`config.mk`:
```
export PLATFORM = sky130hd
export DESIGN_NAME = ma_cvxif_issue_sched_flat
export DESIGN_NICKNAME = d
export VERILOG_FILES = /design/src/rtl/ma_cvxif_issue_sched_if.sv /design/src/rtl/ma_cvxif_issue_sched.sv /design/src/flat_wrapper.sv
export SDC_FILE = /design/constraint.sdc
export NUM_CORES = 1
export LEC_CHECK = 0
export CORE_ASPECT_RATIO = 1.25
export CORE_MARGIN = 5
export CORE_UTILIZATION = 40
export DETAILED_ROUTE_END_ITERATION = 8
export HOLD_SLACK_MARGIN = 0.03
export PLACE_DENSITY = 0.67
export SLEW_MARGIN = 20
export SYNTH_ARGS = -nofsm -noshare
export SYNTH_HDL_FRONTEND = slang
export SYNTH_SLANG_ARGS = --single-unit
```
`constraint.sdc`:
```
create_clock -name clk_i -period 4.55 [get_ports clk_i]
set_clock_uncertainty 0.15 [all_clocks]
set_input_delay 1.365 -clock clk_i [delete_from_list [all_inputs] [get_ports clk_i]]
set_output_delay 1.365 -clock clk_i [all_outputs]
set_load 0.1 [all_outputs]
```
`src/rtl/ma_cvxif_issue_sched_if.sv`:
```
// ma_cvxif_issue_sched_if
// Purpose: bundles the CV-X-IF issue/commit/result channels and the
//          accelerator dispatch channel seen by the issue scheduler.
// Modports:
//   slave  - the scheduler (receives issue/commit/acc handshake inputs,
//            drives ready/accept/dispatch/result outputs)
//   master - the environment (core + accelerator side)
// Parameters: XLEN (operand/result width), IdWidth (instruction id width).
interface ma_cvxif_issue_sched_if #(
  parameter int unsigned XLEN    = 32,
  parameter int unsigned IdWidth = 4
);
  // issue channel
  logic               issue_valid_i;
  logic               issue_ready_o;
  logic [31:0]        issue_instr_i;
  logic [IdWidth-1:0] issue_id_i;
  logic [XLEN-1:0]    issue_rs1_i;
  logic [XLEN-1:0]    issue_rs2_i;
  logic               issue_accept_o;
  logic               issue_we_o;
  // commit channel
  logic               commit_valid_i;
  logic [IdWidth-1:0] commit_id_i;
  logic               commit_kill_i;
  // accelerator dispatch/completion
  logic               acc_valid_o;
  logic               acc_ready_i;
  logic [31:0]        acc_instr_o;
  logic [XLEN-1:0]    acc_rs1_o;
  logic [XLEN-1:0]    acc_rs2_o;
  logic               acc_done_i;
  logic [XLEN-1:0]    acc_result_i;
  // result channel
  logic               result_valid_o;
  logic               result_ready_i;
  logic [IdWidth-1:0] result_id_o;
  logic [XLEN-1:0]    result_data_o;
  logic               result_we_o;

  modport slave (
    input  issue_valid_i, issue_instr_i, issue_id_i, issue_rs1_i, issue_rs2_i,
    output issue_ready_o, issue_accept_o, issue_we_o,
    input  commit_valid_i, commit_id_i, commit_kill_i,
    output acc_valid_o, acc_instr_o, acc_rs1_o, acc_rs2_o,
    input  acc_ready_i, acc_done_i, acc_result_i,
    output result_valid_o, result_id_o, result_data_o, result_we_o,
    input  result_ready_i
  );

  modport master (
    output issue_valid_i, issue_instr_i, issue_id_i, issue_rs1_i, issue_rs2_i,
    input  issue_ready_o, issue_accept_o, issue_we_o,
    output commit_valid_i, commit_id_i, commit_kill_i,
    input  acc_valid_o, acc_instr_o, acc_rs1_o, acc_rs2_o,
    output acc_ready_i, acc_done_i, acc_result_i,
    input  result_valid_o, result_id_o, result_data_o, result_we_o,
    output result_ready_i
  );
endinterface

```
`src/rtl/ma_cvxif_issue_sched.sv`:
```
// ma_cvxif_issue_sched
// Purpose: CV-X-IF issue scheduler in front of the matrix accelerator.
//   Accepts custom-opcode instructions into an in-order queue, tracks
//   commit/kill per entry, dispatches committed head entries one at a time
//   to the accelerator and returns exactly one result per committed op.
// Ports:
//   clk_i  - clock
//   rst_ni - asynchronous active-low reset
//   bus    - ma_cvxif_issue_sched_if.slave (issue, commit, acc, result)
module ma_cvxif_issue_sched #(
  parameter int unsigned XLEN     = 32,
  parameter int unsigned IdWidth  = 4,
  parameter int unsigned Depth    = 4,
  parameter logic [6:0]  MaOpcode = 7'h0B
) (
  input logic                   clk_i,
  input logic                   rst_ni,
  ma_cvxif_issue_sched_if.slave bus
);

  localparam int unsigned PtrW = $clog2(Depth);
  localparam int unsigned CntW = PtrW + 1;

  typedef enum logic [1:0] {
    IDLE     = 2'd0,
    DISPATCH = 2'd1,
    BUSY     = 2'd2,
    RESP     = 2'd3
  } state_t;

  // queue payload (no reset needed: only read while the entry is valid)
  logic [31:0]        instr_reg [Depth];
  logic [IdWidth-1:0] id_reg    [Depth];
  logic [XLEN-1:0]    rs1_reg   [Depth];
  logic [XLEN-1:0]    rs2_reg   [Depth];
  // per-entry status
  logic               we_reg        [Depth];
  logic               committed_reg [Depth];
  logic               killed_reg    [Depth];

  logic [Depth-1:0]   entry_valid;
  logic [Depth-1:0]   commit_hit;

  logic [PtrW-1:0]    head_reg;
  logic [PtrW-1:0]    tail_reg;
  logic [CntW-1:0]    count_reg;

  state_t             state_reg;
  state_t             state_next;
  logic [XLEN-1:0]    result_reg;

  logic               issue_ready;
  logic               is_ours;
  logic               push;
  logic               push_we;
  logic               pop;
  logic               capture;
  logic               acc_valid;
  logic               result_valid;
  logic               head_valid;
  logic               head_committed;
  logic               head_killed;

  // ---------------------------------------------------------------------
  // issue handshake: accept/we are combinational on the handshake cycle
  // ---------------------------------------------------------------------
  assign issue_ready = (count_reg < CntW'(Depth));
  assign is_ours     = (bus.issue_instr_i[6:0] == MaOpcode);
  assign push        = bus.issue_valid_i & issue_ready & is_ours;
  assign push_we     = push & bus.issue_instr_i[14] & (|bus.issue_instr_i[11:7]);

  assign bus.issue_ready_o  = issue_ready;
  assign bus.issue_accept_o = push;
  assign bus.issue_we_o     = push_we;

  // ---------------------------------------------------------------------
  // queue entries
  // ---------------------------------------------------------------------
  for (genvar gi = 0; gi < Depth; gi++) begin : g_entry
    logic [PtrW-1:0] offset;

    // distance from head (wraps because Depth is a power of two)
    assign offset          = PtrW'(gi) - head_reg;
    assign entry_valid[gi] = (CntW'(offset) < count_reg);
    // a push can only target a free slot, so it never collides with a hit
    assign commit_hit[gi]  = bus.commit_valid_i & entry_valid[gi] &
                             ~committed_reg[gi] & ~killed_reg[gi] &
                             (id_reg[gi] == bus.commit_id_i);

    always_ff @(posedge clk_i or negedge rst_ni) begin
      if (!rst_ni) begin
        we_reg[gi]        <= 1'b0;
        committed_reg[gi] <= 1'b0;
        killed_reg[gi]    <= 1'b0;
      end else if (push && (tail_reg == PtrW'(gi))) begin
        we_reg[gi]        <= push_we;
        committed_reg[gi] <= 1'b0;
        killed_reg[gi]    <= 1'b0;
      end else if (commit_hit[gi]) begin
        committed_reg[gi] <= ~bus.commit_kill_i;
        killed_reg[gi]    <= bus.commit_kill_i;
      end
    end

    always_ff @(posedge clk_i) begin
      if (push && (tail_reg == PtrW'(gi))) begin
        instr_reg[gi] <= bus.issue_instr_i;
        id_reg[gi]    <= bus.issue_id_i;
        rs1_reg[gi]   <= bus.issue_rs1_i;
        rs2_reg[gi]   <= bus.issue_rs2_i;
      end
    end
  end

  assign head_valid     = (count_reg != '0);
  assign head_committed = committed_reg[head_reg];
  assign head_killed    = killed_reg[head_reg];

  always_ff @(posedge clk_i or negedge rst_ni) begin
    if (!rst_ni) begin
      head_reg  <= '0;
      tail_reg  <= '0;
      count_reg <= '0;
    end else begin
      if (push) tail_reg <= tail_reg + PtrW'(1);
      if (pop)  head_reg <= head_reg + PtrW'(1);
      count_reg <= count_reg + CntW'(push) - CntW'(pop);
    end
  end

  // ---------------------------------------------------------------------
  // head FSM: state register / next state / outputs
  // ---------------------------------------------------------------------
  always_ff @(posedge clk_i or negedge rst_ni) begin
    if (!rst_ni) state_reg <= IDLE;
    else         state_reg <= state_next;
  end

  always_comb begin
    state_next = state_reg;
    case (state_reg)
      IDLE:     if (head_valid && !head_killed && head_committed) state_next = DISPATCH;
      DISPATCH: if (bus.acc_ready_i)    state_next = BUSY;
      BUSY:     if (bus.acc_done_i)     state_next = RESP;
      RESP:     if (bus.result_ready_i) state_next = IDLE;
      default:  state_next = IDLE;
    endcase
  end

  always_comb begin
    acc_valid    = 1'b0;
    result_valid = 1'b0;
    capture      = 1'b0;
    pop          = 1'b0;
    case (state_reg)
      IDLE:     pop = head_valid & head_killed;  // drop killed ops one per cycle
      DISPATCH: acc_valid = 1'b1;
      BUSY:     capture = bus.acc_done_i;        // done outside BUSY is ignored
      RESP: begin
        result_valid = 1'b1;
        pop          = bus.result_ready_i;
      end
      default: ;
    endcase
  end

  always_ff @(posedge clk_i or negedge rst_ni) begin
    if (!rst_ni)      result_reg <= '0;
    else if (capture) result_reg <= bus.acc_result_i;
  end

  // outputs are forced to zero whenever their valid is low
  assign bus.acc_valid_o    = acc_valid;
  assign bus.acc_instr_o    = acc_valid ? instr_reg[head_reg] : '0;
  assign bus.acc_rs1_o      = acc_valid ? rs1_reg[head_reg]   : '0;
  assign bus.acc_rs2_o      = acc_valid ? rs2_reg[head_reg]   : '0;

  assign bus.result_valid_o = result_valid;
  assign bus.result_id_o    = result_valid ? id_reg[head_reg] : '0;
  assign bus.result_data_o  = result_valid ? result_reg       : '0;
  assign bus.result_we_o    = result_valid & we_reg[head_reg];

endmodule
```
`src/flat_wrapper.sv`:
```
// flat-port wrapper written by rule: the top's interface ports become plain ports
module ma_cvxif_issue_sched_flat 
#(
  parameter int unsigned XLEN     = 32,
  parameter int unsigned IdWidth  = 4,
  parameter int unsigned Depth    = 4,
  parameter logic [6:0]  MaOpcode = 7'h0B
)
  (clk_i, rst_ni, bus_issue_valid_i, bus_issue_instr_i, bus_issue_id_i, bus_issue_rs1_i, bus_issue_rs2_i, bus_issue_ready_o, bus_issue_accept_o, bus_issue_we_o, bus_commit_valid_i, bus_commit_id_i, bus_commit_kill_i, bus_acc_valid_o, bus_acc_instr_o, bus_acc_rs1_o, bus_acc_rs2_o, bus_acc_ready_i, bus_acc_done_i, bus_acc_result_i, bus_result_valid_o, bus_result_id_o, bus_result_data_o, bus_result_we_o, bus_result_ready_i);
  ma_cvxif_issue_sched_if #(.XLEN(XLEN), .IdWidth(IdWidth)) bus_i ();
  input logic clk_i;
  input logic rst_ni;
  input wire logic [$bits(bus_i.issue_valid_i)-1:0] bus_issue_valid_i;
  input wire logic [$bits(bus_i.issue_instr_i)-1:0] bus_issue_instr_i;
  input wire logic [$bits(bus_i.issue_id_i)-1:0] bus_issue_id_i;
  input wire logic [$bits(bus_i.issue_rs1_i)-1:0] bus_issue_rs1_i;
  input wire logic [$bits(bus_i.issue_rs2_i)-1:0] bus_issue_rs2_i;
  output wire logic [$bits(bus_i.issue_ready_o)-1:0] bus_issue_ready_o;
  output wire logic [$bits(bus_i.issue_accept_o)-1:0] bus_issue_accept_o;
  output wire logic [$bits(bus_i.issue_we_o)-1:0] bus_issue_we_o;
  input wire logic [$bits(bus_i.commit_valid_i)-1:0] bus_commit_valid_i;
  input wire logic [$bits(bus_i.commit_id_i)-1:0] bus_commit_id_i;
  input wire logic [$bits(bus_i.commit_kill_i)-1:0] bus_commit_kill_i;
  output wire logic [$bits(bus_i.acc_valid_o)-1:0] bus_acc_valid_o;
  output wire logic [$bits(bus_i.acc_instr_o)-1:0] bus_acc_instr_o;
  output wire logic [$bits(bus_i.acc_rs1_o)-1:0] bus_acc_rs1_o;
  output wire logic [$bits(bus_i.acc_rs2_o)-1:0] bus_acc_rs2_o;
  input wire logic [$bits(bus_i.acc_ready_i)-1:0] bus_acc_ready_i;
  input wire logic [$bits(bus_i.acc_done_i)-1:0] bus_acc_done_i;
  input wire logic [$bits(bus_i.acc_result_i)-1:0] bus_acc_result_i;
  output wire logic [$bits(bus_i.result_valid_o)-1:0] bus_result_valid_o;
  output wire logic [$bits(bus_i.result_id_o)-1:0] bus_result_id_o;
  output wire logic [$bits(bus_i.result_data_o)-1:0] bus_result_data_o;
  output wire logic [$bits(bus_i.result_we_o)-1:0] bus_result_we_o;
  input wire logic [$bits(bus_i.result_ready_i)-1:0] bus_result_ready_i;
  assign bus_i.issue_valid_i = bus_issue_valid_i;
  assign bus_i.issue_instr_i = bus_issue_instr_i;
  assign bus_i.issue_id_i = bus_issue_id_i;
  assign bus_i.issue_rs1_i = bus_issue_rs1_i;
  assign bus_i.issue_rs2_i = bus_issue_rs2_i;
  assign bus_issue_ready_o = bus_i.issue_ready_o;
  assign bus_issue_accept_o = bus_i.issue_accept_o;
  assign bus_issue_we_o = bus_i.issue_we_o;
  assign bus_i.commit_valid_i = bus_commit_valid_i;
  assign bus_i.commit_id_i = bus_commit_id_i;
  assign bus_i.commit_kill_i = bus_commit_kill_i;
  assign bus_acc_valid_o = bus_i.acc_valid_o;
  assign bus_acc_instr_o = bus_i.acc_instr_o;
  assign bus_acc_rs1_o = bus_i.acc_rs1_o;
  assign bus_acc_rs2_o = bus_i.acc_rs2_o;
  assign bus_i.acc_ready_i = bus_acc_ready_i;
  assign bus_i.acc_done_i = bus_acc_done_i;
  assign bus_i.acc_result_i = bus_acc_result_i;
  assign bus_result_valid_o = bus_i.result_valid_o;
  assign bus_result_id_o = bus_i.result_id_o;
  assign bus_result_data_o = bus_i.result_data_o;
  assign bus_result_we_o = bus_i.result_we_o;
  assign bus_i.result_ready_i = bus_result_ready_i;
  ma_cvxif_issue_sched #(.XLEN(XLEN), .IdWidth(IdWidth), .Depth(Depth), .MaOpcode(MaOpcode)) u_core (.clk_i(clk_i), .rst_ni(rst_ni), .bus(bus_i));
endmodule
```
* Word-level counts from Yosys, hierarchy flattened
Memory sizes are Yosys's and may differ from the RTL's.
Index checks and enable logic that the tools add are counted.
** Operators by class
- $add $sub $neg :: 8
- $mul :: 0
- Divide/modulo/power cells :: 0
- $lt $le $gt $ge :: 6
- Eq/ne operators :: 15
- Shift-type cells :: 0
- Multiplexer cells :: 83
- Bitwise logic cells :: 32
- Reductions and logical operators :: 28
** Operators with widths (count)
- $mux 32 :: 13
- $reduce_or 32->1 :: 9
- $mux 1 :: 45
- $mux 2 :: 16
- $and 1x1->1 :: 22
- $eq 4x4->1 :: 4
- $mux 4 :: 4
- $lt 2x3->1 :: 4
- $reduce_or 4->1 :: 3
- $not 1->1 :: 9
- $eq 2x2->1 const B :: 4
- $pmux 2 s4 :: 1
- $reduce_bool 2->1 :: 4
- $eq 7x4->1 const B :: 1
- $bmux 1 s2 :: 3
- $logic_and 1x1->1 :: 6
- $ne 2x2->1 const B :: 3
- $reduce_or 5->1 :: 1
- $add 2x1->2 const B :: 2
- $eq 2x1->1 const B :: 2
- $logic_not 2->1 :: 2
- $reduce_and 4->1 :: 1
- $sub 1x2->2 const A :: 2
- $sub 2x2->2 const A :: 2
- 9 further kinds :: 9
** Storage, ports and cells
- Register bits after elaboration :: 53
- Bits in latches :: 0
- RAM bits :: 400
- Bits in read-only memories :: 0
- Bits of input ports :: 144
- Output and inout port bits :: 138
- Logic and storage cells :: 193
- Memories kept :: 4
** Memories
- u_core.instr_reg :: depth 4, width 32, rd ports 1, clocked after memory_dff 0, write ports 1, RTL line ma_cvxif_issue_sched.sv:32 : logic [31:0] instr_reg [Depth];
- u_core.rs1_reg :: depth 4, width 32, rd ports 1, clocked after memory_dff 0, write ports 1, RTL line ma_cvxif_issue_sched.sv:34 : logic [XLEN-1:0] rs1_reg [Depth];
- u_core.rs2_reg :: depth 4, width 32, rd ports 1, clocked after memory_dff 0, write ports 1, RTL line ma_cvxif_issue_sched.sv:35 : logic [XLEN-1:0] rs2_reg [Depth];
- u_core.id_reg :: depth 4, width 4, rd ports 5, clocked after memory_dff 0, write ports 1, RTL line ma_cvxif_issue_sched.sv:33 : logic [IdWidth-1:0] id_reg [Depth];

* Depth between registers and ports, before layout
- Depth after elaboration :: 10
- Depth in mapped cells :: 11
- Depth with buffers taken out :: 11

* Worst setup path after synthesis
OpenSTA, ideal clock, no wires.
- Path type :: input to register
- Start :: input port bus_issue_instr_i[5]
- End :: memory u_core.id_reg[0][0] (enable)
- Library setup time :: 0.454 ns
- Data arrival time :: 4.769 ns
- Required time :: 3.946 ns
- Setup slack :: -0.822 ns
- Stages on the path :: 5
- Buffers on the path :: 0
- Cell sequence :: nor4b_2 > nand3_1 > inv_1 > nand2_1 > inv_1
** On the way
- Word-level cells in the longest chain between the ends :: 9
- Elaborated cells between the ends (all ways) :: 23
- Classes of those cells :: 1 x eq/ne; 14 x mux; 1 x bitwise; 7 x reduce/logical
** Ends and longest elaborated chain
- from (decl) :: RTL line flat_wrapper.sv:14 : input wire logic [$bits(bus_i.issue_instr_i)-1:0] bus_issue_instr_i;
- $eq 7x4->1 * :: RTL line ma_cvxif_issue_sched.sv:68 : assign is_ours = (bus.issue_instr_i[6:0] == MaOpcode);
- $and 1x1->1 * :: RTL line ma_cvxif_issue_sched.sv:69 : assign push = bus.issue_valid_i & issue_ready & is_ours;
- named net bus_issue_accept_o :: RTL line flat_wrapper.sv:19 : output wire logic [$bits(bus_i.issue_accept_o)-1:0] bus_issue_accept_o;
- $logic_and 1x1->1 :: RTL line ma_cvxif_issue_sched.sv:106 : if (push && (tail_reg == PtrW'(gi))) begin
- $mux 1 :: RTL line ma_cvxif_issue_sched.sv:106
- $mux 1 (implied by the code) :: RTL line ma_cvxif_issue_sched.sv:108 : id_reg[gi] <= bus.issue_id_i;
- $reduce_or 4->1 (no line)
- $mux 2 (no line) / $mux 1 (equally long branches) (3 in a row)
- to (decl) :: RTL line ma_cvxif_issue_sched.sv:33
The timed path passes the listed nets; every way through them passes the cells marked *.

* Worst setup path after layout
- Start :: input port bus_issue_instr_i[7]
- End :: output port bus_issue_we_o
** On the way
- Word-level cells in the longest chain between the ends :: 2
** Ends and longest elaborated chain
- $reduce_or 5->1 :: RTL line ma_cvxif_issue_sched.sv:70 : assign push_we = push & bus.issue_instr_i[14] & (|bus.issue_instr_i[11:7]);
- $and 1x1->1 :: RTL line ma_cvxif_issue_sched.sv:70
- to (decl) :: RTL line flat_wrapper.sv:20 : output wire logic [$bits(bus_i.issue_we_o)-1:0] bus_issue_we_o;
Every way passes these cells.

==> flow_metrics.env <==
export IMPL_synth_edff_count=400
export IMPL_hold_class="flop to flop"
export IMPL_antenna_left=0
export IMPL_synthTopCellsByCount="400 x edfxtp_1, 133 x and2_1, 103 x mux4_2"
export IMPL_syn_area_per_cell_um2=20.3
export IMPL_grt_use_met1=0.198
export IMPL_critPathCaptureType="output pin"
export IMPL_track_usage=0.156
export IMPL_drive_gt1_frac=0.308
export IMPL_setup_viol=0
export IMPL_cts_setup_buffers=0
export IMPL_vdd_drop_max_mv=0.609
export IMPL_rr_worst_depth=10
export IMPL_wire_per_inst_um=21.6
export IMPL_fin_crit_sh=0.988
export IMPL_power_density_mw_per_mm2=671
export IMPL_io_pins=282
export IMPL_slew_headroom=0.539
export IMPL_worst_pin_slew_ns=0.691
export IMPL_holdPathStages=1
export IMPL_startpoint_type="primary input"
export IMPL_ys_warn_count=0
export IMPL_gr_total_overflow=0
export IMPL_start_util=0.406
export IMPL_placed_area_mm2=0.0214
export IMPL_root_buffer="clkbuf_16"
export IMPL_vias_per_cell=5.02
export IMPL_dr_pass1_iters=4
export IMPL_layout_cells_non_filler=1812
export IMPL_ys_async_sr_fraction=0.117
export IMPL_postCtsHoldBufs=0
export IMPL_synth_cell_area_mm2=0.0180
export IMPL_fp_dieH_um=247
export IMPL_grt_pass1_vias=9585
export IMPL_totalWireLength_mm=39.2
export IMPL_synthFlopType="edfxtp_1"
export IMPL_synth_seq_area_share=0.743
export IMPL_ys_seq_elements=453
export IMPL_finalWeightedCongestion=0.742
export IMPL_yosys_area_top_type="edfxtp_1"
export IMPL_drc=0
export IMPL_rows=86
export IMPL_criticalPathCategory="primary input to output pin"
export IMPL_die_area_mm2=0.0492
export IMPL_die_w_um=199
export IMPL_fin_crit_ns=4.49
export IMPL_cp_max_fo=5
export IMPL_nFillCells=3489
export IMPL_syn_nets=1046
export IMPL_hold_viol_final=0
export IMPL_area_delta_synth_final_pct=27.8
export IMPL_required_ns=3.03
export IMPL_numPlacedInstances=1728
export IMPL_drt_iter0_drc=370
export IMPL_antenna_found_initial=1
export IMPL_grt_max_degree=62
export IMPL_yosysTopAreaCellShare=0.669
export IMPL_max_cap_viol_count=0
export IMPL_numCtsBuffers=45
export IMPL_drv_slew=0
export IMPL_finalInstanceArea_mm2=0.0229
export IMPL_max_clock_freq_mhz=223
export IMPL_synthCells=886
export IMPL_core_mm2=0.0442
export IMPL_outcome="complete, no violations"
export IMPL_r2r_setup_slack_ns=1.44
export IMPL_synth_area_leaders="edfxtp_1 67%, mux4_2 13%, dfrtp_1 7.4%"
export IMPL_post_dp_hpwl_mm=25.0
export IMPL_busiest_layer="met2"
export IMPL_cts_sinks=453
export IMPL_yosysUniqueCellTypes=40
export IMPL_clockBufferDepth=3
export IMPL_grt_use_met3=0.0425
export IMPL_ctsHtreeMaxLevel=2
export IMPL_leakage_nw=8.08
export IMPL_grt_first_pass_wirelength_mm=58.6
export IMPL_grt_use_met2=0.270
export IMPL_rsz0062_at_grt="no"
export IMPL_yosysMostFrequentCell="edfxtp_1"
export IMPL_dr_total_vias=9102
export IMPL_finalPower_mw=15.4
export IMPL_tritoncts="yes"
export IMPL_clk_pin_slew_worst_paths_ns=0.06
export IMPL_final_util=0.519
export IMPL_port_buffers=281
export IMPL_arrival_ns=2.98
export IMPL_layout_nets=1363
export IMPL_insertion_delay_ns=0.54
==> layout by cell type, fill, tap and decap left out, types with 5 or more instances in the layout <==
cell,instances
a21oi_1,5
and2_1,133
buf_12,15
buf_4,154
bufinv_16,7
clkbuf_1,10
clkbuf_16,47
clkdlybuf4s50_1,142
clkinv_1,9
clkinv_2,6
dfrtp_1,51
edfxtp_1,400
ha_1,14
inv_1,18
mux2_2,32
mux4_2,103
nand2_1,11
o21ai_0,5
xnor2_1,6
xor2_1,16
==> where the power goes <==
part / switching, mW / internal, mW / total (mW)
clock: 1.52 / 2.29 / 3.82
sequential: 0.223 / 4.74 / 4.96
combinational: 4.60 / 2.03 / 6.62
total: 6.34 / 9.06 / 15.4
==> routing by layer <==
metal | vias to the layer above | routed length (um)
met5 | - | 0
met1 | 4679 | 15300
met2 | 259 | 20300
met4 | 0 | 646
met3 | 41 | 2880
li1 | 4123 | -
==> per-stage QoR <==
stage	worst slack [ns]	hold slack, ns	TNS (ns)
floorplan	0.00741	0.316	0
global placement	-0.00765	0.328	-0.00765
detailed placement	-0.0140	0.335	-0.0140
CTS	0.0388	0.349	0
global route	0.00999	0.356	0
finish	0.0565	0.346	0
==> path summary, 6_finish.rpt <==
path,startpoint,endpoint
worst min register to register,u_core.result_reg[10]$_DFFE_PN0P_,u_core.result_reg[10]$_DFFE_PN0P_
max in group asynchronous,rst_ni,u_core.head_reg[1]$_DFFE_PN0P_
worst max register to register,u_core.head_reg[1]$_DFFE_PN0P_,u_core.count_reg[2]$_DFF_PN0_
min in group asynchronous,rst_ni,u_core.result_reg[22]$_DFFE_PN0P_
worst min-delay path,u_core.result_reg[10]$_DFFE_PN0P_,u_core.result_reg[10]$_DFFE_PN0P_
worst max-delay path,bus_issue_instr_i[7],bus_issue_we_o
==> cell families (layout without fill, tap and decap cells) <==
kind of cell    Yosys count  after routing  synth area share
mux                     137            137             0.150
xor+xnor                 22             22            0.0107
other cells               0              1                 0
simple gates            167            167            0.0579
flops                   453            453             0.743
compound gates           27             27            0.0114
fa+ha+maj                16             16            0.0116
buf+inv                  64            417            0.0149
==> critical path, stage by stage <==
cell and delay, ns:
clkdlybuf4s50_1 0.48, or4_4 0.56, o21ai_0 0.19, buf_4 0.17, nor2_4 0.04, buf_12 0.16
==> timing repair <==
item | CTS | global route
endpoints found under the setup margin | 1 | 1
pin swaps | 0 | 1
gates resized for setup | 1 | 2
==> final cells by class <==
type                       instances  area (um2)  share of cell area
multi-input combinational        369        4380               0.191
tap                              572         716              0.0312
clock buffer                      57        1210              0.0529
clock inverter                    26         312              0.0136
sequential                       453       13300               0.582
antenna                            1        2.50            0.000109
inverter                          22        93.8             0.00409
timing repair buffer             312        2880               0.126
Note: power is estimated with default switching activity, not from simulation.
